===== src/rtl/mips_pkg.sv =====
// Shared definitions for the reduced MIPS datapath: instruction field positions
// and the encodings of the fetch sequencer's states.
package mips_pkg;

  localparam int OPCODE_W   = 3;
  localparam int OPCODE_MSB = 15;
  localparam int OPCODE_LSB = 13;
  localparam int IMM7_MSB   = 6;
  localparam int IMM7_LSB   = 0;

  // 2'b11 is never entered; the sequencer treats it exactly like OCIOSO.
  typedef enum logic [1:0] {
    OCIOSO  = 2'b00,
    BUSCA   = 2'b01,
    EXECUTA = 2'b10
  } estado_t;

endpackage


===== src/rtl/busca_instrucao_if.sv =====
// Instruction-memory read port: a req/ack handshake with the data valid in the ack cycle.
interface busca_instrucao_if #(
  parameter int LARGURA_PC    = 8,
  parameter int LARGURA_INSTR = 16
) ();

  logic                     mem_req;
  logic [LARGURA_PC-1:0]    mem_endereco;
  logic                     mem_ack;
  logic [LARGURA_INSTR-1:0] mem_dado;

  // The fetch unit is the initiator; the instruction memory answers.
  modport master (
    output mem_req,
    output mem_endereco,
    input  mem_ack,
    input  mem_dado
  );

  modport slave (
    input  mem_req,
    input  mem_endereco,
    output mem_ack,
    output mem_dado
  );

endinterface


===== src/rtl/proximo_pc.sv =====
// Next-PC selection: jump target over taken branch over sequential, all
// arithmetic wrapping modulo 2^LARGURA_PC.
module proximo_pc
  import mips_pkg::*;
#(
  parameter int LARGURA_PC    = 8,
  parameter int LARGURA_INSTR = 16
) (
  input  logic [LARGURA_PC-1:0]    pc_i,
  input  logic [LARGURA_INSTR-1:0] ir_i,
  input  logic                     branch_i,
  input  logic                     jump_i,
  input  logic                     zero_i,
  output logic [LARGURA_PC-1:0]    pc_prox_o
);

  logic [LARGURA_PC-1:0] pc_mais_um;
  logic [LARGURA_PC-1:0] deslocamento;
  logic [LARGURA_PC-1:0] alvo;
  logic                  unused_ir;

  // The size cast sign-extends imm7 for wide PCs and truncates it for narrow ones.
  assign deslocamento = LARGURA_PC'(signed'(ir_i[IMM7_MSB:IMM7_LSB]));
  assign alvo         = ir_i[LARGURA_PC-1:0];
  assign pc_mais_um   = pc_i + LARGURA_PC'(1);
  assign unused_ir    = ^ir_i;

  always_comb begin
    if (jump_i) begin
      pc_prox_o = alvo;
    end else if (branch_i && zero_i) begin
      pc_prox_o = pc_mais_um + deslocamento;
    end else begin
      pc_prox_o = pc_mais_um;
    end
  end

endmodule


===== src/rtl/busca_instrucao.sv =====
// Instruction-fetch sequencer: owns PC, IR and the retired-instruction count,
// fetching over a req/ack port and feeding the opcode to the decoder.
module busca_instrucao
  import mips_pkg::*;
#(
  parameter int LARGURA_PC    = 8,
  parameter int LARGURA_INSTR = 16
) (
  input  logic                     clock,
  input  logic                     reset,
  busca_instrucao_if.master        mem,
  input  logic                     habilita,
  output logic [OPCODE_W-1:0]      opcode,
  output logic [LARGURA_INSTR-1:0] ir,
  output logic                     instr_valida,
  input  logic                     branch,
  input  logic                     jump,
  input  logic                     zero,
  input  logic                     avanca,
  output logic [LARGURA_PC-1:0]    pc,
  output logic [15:0]              contador_instr
);

  estado_t                  estado_q, estado_d;
  logic [LARGURA_PC-1:0]    pc_q, pc_d;
  logic [LARGURA_INSTR-1:0] ir_q, ir_d;
  logic [15:0]              contador_q, contador_d;
  logic [LARGURA_PC-1:0]    pc_prox;

  proximo_pc #(
    .LARGURA_PC    (LARGURA_PC),
    .LARGURA_INSTR (LARGURA_INSTR)
  ) u_proximo_pc (
    .pc_i      (pc_q),
    .ir_i      (ir_q),
    .branch_i  (branch),
    .jump_i    (jump),
    .zero_i    (zero),
    .pc_prox_o (pc_prox)
  );

  always_comb begin
    // NOTE: every variable gets its hold value first so no path leaves one unassigned and infers a latch.
    estado_d   = estado_q;
    pc_d       = pc_q;
    ir_d       = ir_q;
    contador_d = contador_q;

    case (estado_q)
      BUSCA: begin
        if (mem.mem_ack) begin
          ir_d     = mem.mem_dado;
          estado_d = EXECUTA;
        end
      end
      EXECUTA: begin
        if (avanca) begin
          pc_d       = pc_prox;
          contador_d = contador_q + 16'd1;
          estado_d   = habilita ? BUSCA : OCIOSO;
        end
      end
      default: begin
        estado_d = habilita ? BUSCA : OCIOSO;
      end
    endcase
  end

  always_ff @(posedge clock or negedge reset) begin
    if (!reset) begin
      estado_q   <= OCIOSO;
      pc_q       <= '0;
      ir_q       <= '0;
      contador_q <= '0;
    end else begin
      // NOTE: state updates use <= so every register samples the pre-edge values of the others.
      estado_q   <= estado_d;
      pc_q       <= pc_d;
      ir_q       <= ir_d;
      contador_q <= contador_d;
    end
  end

  // Outputs decode registered state only, so no input reaches an output combinationally.
  assign mem.mem_req      = (estado_q == BUSCA);
  assign mem.mem_endereco = pc_q;
  assign instr_valida     = (estado_q == EXECUTA);
  assign opcode           = ir_q[OPCODE_MSB:OPCODE_LSB];
  assign ir               = ir_q;
  assign pc               = pc_q;
  assign contador_instr   = contador_q;

endmodule


===== src/flat_wrapper.sv =====
// flat-port wrapper written by rule: the top's interface ports become plain ports
module busca_instrucao_flat import mips_pkg::*;
#(
  parameter int LARGURA_PC    = 8,
  parameter int LARGURA_INSTR = 16
)
  (clock, reset, habilita, opcode, ir, instr_valida, branch, jump, zero, avanca, pc, contador_instr, mem_mem_req, mem_mem_endereco, mem_mem_ack, mem_mem_dado);
  busca_instrucao_if #(.LARGURA_PC(LARGURA_PC), .LARGURA_INSTR(LARGURA_INSTR)) mem_i ();
  input  logic clock;
  input  logic reset;
  input  logic habilita;
  output logic [OPCODE_W-1:0] opcode;
  output logic [LARGURA_INSTR-1:0] ir;
  output logic instr_valida;
  input  logic branch;
  input  logic jump;
  input  logic zero;
  input  logic avanca;
  output logic [LARGURA_PC-1:0] pc;
  output logic [15:0] contador_instr;
  output wire logic [$bits(mem_i.mem_req)-1:0] mem_mem_req;
  output wire logic [$bits(mem_i.mem_endereco)-1:0] mem_mem_endereco;
  input wire logic [$bits(mem_i.mem_ack)-1:0] mem_mem_ack;
  input wire logic [$bits(mem_i.mem_dado)-1:0] mem_mem_dado;
  assign mem_mem_req = mem_i.mem_req;
  assign mem_mem_endereco = mem_i.mem_endereco;
  assign mem_i.mem_ack = mem_mem_ack;
  assign mem_i.mem_dado = mem_mem_dado;
  busca_instrucao #(.LARGURA_PC(LARGURA_PC), .LARGURA_INSTR(LARGURA_INSTR)) u_core (.clock(clock), .reset(reset), .mem(mem_i), .habilita(habilita), .opcode(opcode), .ir(ir), .instr_valida(instr_valida), .branch(branch), .jump(jump), .zero(zero), .avanca(avanca), .pc(pc), .contador_instr(contador_instr));
endmodule

===== config.mk =====
export PLATFORM = sky130hd
export DESIGN_NAME = busca_instrucao_flat
export DESIGN_NICKNAME = d
export VERILOG_FILES = /design/src/rtl/mips_pkg.sv /design/src/rtl/busca_instrucao_if.sv /design/src/rtl/proximo_pc.sv /design/src/rtl/busca_instrucao.sv /design/src/flat_wrapper.sv
export SDC_FILE = /design/constraint.sdc
export NUM_CORES = 1
export LEC_CHECK = 0
export ABC_AREA = 0
export ABC_CLOCK_PERIOD_IN_PS = 2300
export BUFFER_PORTS_ARGS = -buffer_cell sky130_fd_sc_hd__buf_4
export CORE_ASPECT_RATIO = 0.75
export CORE_UTILIZATION = 51
export DETAILED_ROUTE_END_ITERATION = 10
export PLACE_DENSITY = 0.8
export SYNTH_ARGS = -nofsm -noshare
export SYNTH_HDL_FRONTEND = slang
export SYNTH_SLANG_ARGS = --single-unit

===== constraint.sdc =====
create_clock -name clock -period 2.3 [get_ports clock]
set_input_delay 0.46 -clock clock [delete_from_list [all_inputs] [get_ports clock]]
set_output_delay 0.46 -clock clock [all_outputs]
set_load 0.02 [all_outputs]

; After elaboration in Yosys (flattened, before gate mapping)
; Cells that the tools add are included.
[classes]
n_mux = 6
add_sub_neg = 3
eq_ne = 4
reduce_logical = 4
[ops]
columns = cell, n
row1 = 16-bit by 1-bit adder with 16-bit output (second input constant), 1
row2 = 8-bit two-way mux, 2
row3 = 8-bit by 1-bit adder with 8-bit output (second input constant), 1
row4 = 8-bit adder, 1
row5 = 2-bit AND reduction, 3
row6 = 2-bit two-way mux, 2
row7 = 2-bit by 1-bit inequality test with 1-bit output (second input constant), 2
row8 = 2-bit case mux with 2 select lines, 1
row9 = 2-bit by 1-bit equality test with 1-bit output (second input constant), 1
row10 = 2-bit equality test (second input constant), 1
row11 = 1-bit logical AND, 1
row12 = 1-bit two-way mux, 1
[word_totals]
output_inout_bits = 53
input_bits = 24
wordCells = 21
register_bits = 42

; Depth between registers and ports, before layout
[depth]
depth_word = 4
ltp_mapped = 9
mapped_depth_nobuf = 9

; Cells and area by module
; A second synthesis with hierarchy kept.
[hier_totals]
cells_unflattened = 225
area_unflattened_um2 = 2448.6
[by_module_without_submodules]
columns = mod, cells_per_inst, area_per_inst_um2, seq_area_each_um2, instances
row1 = busca_instrucao, 130, 1781.7, 1051.0, 1
row2 = proximo_pc, 95, 666.9, 0.0, 1

; Worst setup path before layout
; OpenSTA, ideal clock, no wires.
[synth_timing]
path_type = register to register
from = reg u_core.pc_q[0] (netlist: u_core.mem.mem_endereco[0])
to = reg u_core.pc_q[7] (netlist: u_core.mem.mem_endereco[7])
path_stages_with_launch = 10
arrival_ps = 2203
n_path_buf = 0
path_slack_ps = 29
synth_period_minus_slack_ps = 2271
required_time_ps = 2231
setup_time_ps = 69
path_cell_list = dfrtp_1 ha_1 nand3_1 xnor2_1 ha_1 a21oi_1 o21ai_2 mux2i_1 a2111o_1 nand3_1
[synth_via]
elab_chain_len = 4
[synth_lines]
columns = item, line_no
row1 = start: declaration, busca_instrucao.sv:25  ; logic [LARGURA_PC-1:0] pc_q, pc_d;
row2 = start signal: assignment, busca_instrucao.sv:78  ; pc_q <= pc_d;
row3 = 8-bit by 1-bit adder with 8-bit output (*), proximo_pc.sv:25  ; assign pc_mais_um = pc_i + LARGURA_PC'(1);
row4 = 8-bit adder, proximo_pc.sv:32  ; pc_prox_o = pc_mais_um + deslocamento;
row5 = 8-bit two-way mux (*), proximo_pc.sv:31  ; end else if (branch_i && zero_i) begin
row6 = 8-bit two-way mux (*), proximo_pc.sv:29  ; if (jump_i) begin
; Every way passes the cells marked *; elsewhere a longest branch is shown, timed or not.
; A chain may end at the register's enable or synchronous reset.

; Final worst setup path
; Same ends and word-level chain as after synthesis.

==> results.ini <==
[cells_and_area]
fillerInstances=315
layout_commonest_cell=buf_4
multi_input_logic_area_um2=1225
postLayoutCellArea_um2=3093
drive_above_1_share_pct=43.30
final_cell_mix=buf_4 (83), dfrtp_1 (42), xnor2_1 (17)
utilization_after_layout_pct=73.14
finish.cell_count_without_fillers=346
num_antenna_cells=0
area_growth_syn_to_layout_pct=31.91
number_of_nets_in_the_finished_design=325
register_area_um2=1051

[setup_path]
path_common_cell=nand3_1
cp_max_fo=6
r2r_end=u_core.mem.mem_endereco[7]
reg2reg_from=u_core.mem.mem_endereco[0]
critPathSlowestCell=a2111o_1
cp_slowest_stage_delay_ps=410
worstPathArrival_ps=2430
crit_family=compound AO/OA/AOI/OAI gates
timing.critical_path.buf_inv=1
setup.worst_path.end_class=register
worst-setup-path-type=reg -> reg
critical_path.cell_chain=buf_4 -> nand3_1 -> xnor2_1 -> ha_1 -> o211ai_2 -> o21ai_2 -> mux2i_2 -> a2111o_1 -> nand3_1
setup.worst_path.start_class=register
r2r_setup_slack_ps=100
r2r_cells=9
required_ps=2530

[sta]
slew_violations=0
final.period_utilization_pct=95.58
totalNegativeSetupSlack_ps=0
worst_hold_margin_ps=142.1
worst_slack_ps=101.6
fin_skew_ps=1.571
timing.max_slew.rel_slack_pct=65.66
max_freq_ghz=0.4549
worstMarginPinSlew_ps=515.1
finalSetupViolCount=0
hold_viol=0
final_period_minus_worst_setup_slack_ps=2198

[die]
die_area_um2=4876
die_width_um=80.30
initial_core_util_pct=55.44
floorplan.die.height_um=60.72
fp.coreArea_um2=4229
num_rows=20
io_pins=77

[synthesis]
syn-cell-area_um2=2345
synth.avg_cell_area_um2=10.81
synth.net_count=252
postSynthRegisterBits=42
ys.warnings.count=0
synth_seq_area_share_pct=44.82
netlist-cell-type-count=43
post_synth_inst_count=217

[flow_run]
max-cap-violations=0

[cts]
h_tree_levels=2
ctsLongestPathBuffers=2
clk_transition_reported_paths_ps=80
cts-root-buf=clkbuf_8
clock_sink_count=42
insertion_delay_ps=290
postCtsHoldBufs=0
number_of_clock_buffers_inserted_by_tritoncts=5
tritoncts_clock_tree=done

[power]
cellLeakagePower_nw=1.486
power.density_cell_area_nw_per_um2=1496
fin_total_pwr_mw=4.626
ir_worst_vdd_mv=0.9363

[detailed_routing]
avgViaCountPerCell=5.500
met1Wirelength_mm=2.424
number_of_iterations_in_the_first_detailed_routing_pass=4
initialDrtViolationCount=187
route.vias.total=1903
wl_cell_um=15.43
detail_route.drc_violations=0
wl_met3_um=439
dr.max_layer_used=met4
remaining_number_of_nets_flagged_by_the_antenna_check_after_routing=0
postRouteWirelength_mm=5.338
met2_wirelength_mm=2.432

[grt]
grt_start_max_net_pins=43
grt_antenna_before_repair=0
grt_first_pass_wirelength_mm=8.576
first_global_vias=1783
overflow=0
grt_util_all_layers_pct=23.73

[placement]
preCtsSetupSlack_ps=69.97
finalWeightedCongestion=0.8932
dpl.cell_count=337
dpl_cell_area_um2=2913
dp_hpwl_mm=3.984
port_buffers=76

[worst_hold_path]
hold_class=in -> async

[outcome]
run_status=finished, final reports clean

==> power by group <==
group	leakage, nW	switching (mW)	total (mW)	internal, mW
logic	0.901	1.46	2.78	1.32
registers	0.527	0.306	1.30	0.997
clock network	0.0575	0.242	0.545	0.303
total	1.49	2.01	4.63	2.62
==> cells in the mapped netlist <==
cell      number  share of area (%)
nand2_1       16                2.6
ha_1          10                5.3
nand2_4        1               0.48
a21o_1         2               0.64
o21ai_2        1               0.37
fa_1           1               0.85
mux2i_1        1               0.43
buf_6          1               0.48
nand4_4        1               0.91
xor2_1         6                2.2
o21ai_0        8                1.7
nor2b_4        1               0.59
a2111o_1       1               0.48
o211ai_2       1               0.53
and3_1         6                1.6
a22oi_1        3               0.96
nor2_2         1               0.27
nor3_1         3               0.64
o311ai_0       1               0.37
o31ai_1        1               0.32
nand4_1        3               0.80
a221oi_1       1               0.37
a21oi_1       10                2.1
buf_4         12                3.8
a21o_2         1               0.37
xnor2_1       19                7.1
and3b_1        1               0.37
o211ai_1       1               0.32
dfrtp_1       42                 45
o21a_1         1               0.32
and2_1         1               0.27
o21bai_1       1               0.32
clkbuf_1       4               0.64
nor4_4         1               0.91
mux2_2        16                7.7
nand2b_1       1               0.27
nand3_1       13                2.8
a211oi_1       5                1.6
nor2_1        11                1.8
and4_1         1               0.37
o22ai_1        1               0.27
nand2_2        1               0.27
inv_1          4               0.64
==> per-layer routing <==
metal	global-route usage [%]	vias to the layer above
met4	5.867	0
met2	37.48	82
met5	0	-
met3	6.165	7
met1	33.14	914
li1	-	900
==> worst max path at each step <==
stage	start	endpoint	slack [ps]	depth (start not counted)
2_1_floorplan	u_core.mem.mem_endereco[0]	u_core.mem.mem_endereco[7]	30	9
3_3_place_gp	u_core.mem.mem_endereco[0]	u_core.mem.mem_endereco[7]	130	9
3_5_place_dp	u_core.mem.mem_endereco[0]	u_core.mem.mem_endereco[7]	70	9
4_1_cts	u_core.mem.mem_endereco[0]	u_core.mem.mem_endereco[7]	60	9
5_1_grt	u_core.mem.mem_endereco[1]	u_core.mem.mem_endereco[6]	-20	9
6_report	u_core.mem.mem_endereco[0]	u_core.mem.mem_endereco[7]	100	9
==> kinds of logic (layout without fill, tap and decap cells) <==
| family | Yosys count | after routing | synth area share, % |
|---|---|---|---|
| AND/OR/NAND/NOR | 62 | 62 | 14.84 |
| XOR/XNOR | 25 | 25 | 9.338 |
| flip-flops | 42 | 42 | 44.82 |
| adder cells (fa/ha/maj) | 11 | 11 | 6.190 |
| buffers and inverters | 21 | 95 | 5.603 |
| AO/OA/AOI/OAI | 39 | 39 | 11.10 |
| multiplexers | 17 | 17 | 8.111 |
==> worst register-to-register path: cells and delay by family, from the launching register on <==
| family | cells | cell delay, ps |
|---|---|---|
| adders and majority gates | 1 | 380 |
| DFF | 1 | 380 |
| muxes | 1 | 120 |
| xor gates and xnor gates | 1 | 180 |
| and+or+nand+nor | 2 | 180 |
| AOI/OAI and AO/OA | 3 | 750 |
| buffers and inverters | 1 | 170 |
==> area by class of cell <==
class	count	share of cell area [%]
well taps	55	2.225
inverters	4	0.4854
repair buffers	83	20.15
flip-flops and latches	42	33.98
clock buffers	8	3.560
multi-input cells	154	39.60
==> sequential cells by signal (all words and copies together), names as in the netlist <==
name / count
u_core.contador_instr: 16
u_core.estado_q: 2
u_core.ir: 16
u_core.mem.mem_endereco: 8
==> repair_timing <==
item / 4_1_cts / 5_1_grt
setup buffers: 0 / 1
hold endpoints to repair: 0 / 0
gates resized for setup: 0 / 10
endpoints found under the setup margin: 0 / 2
No activity file was read; power rests on OpenSTA's default activity.
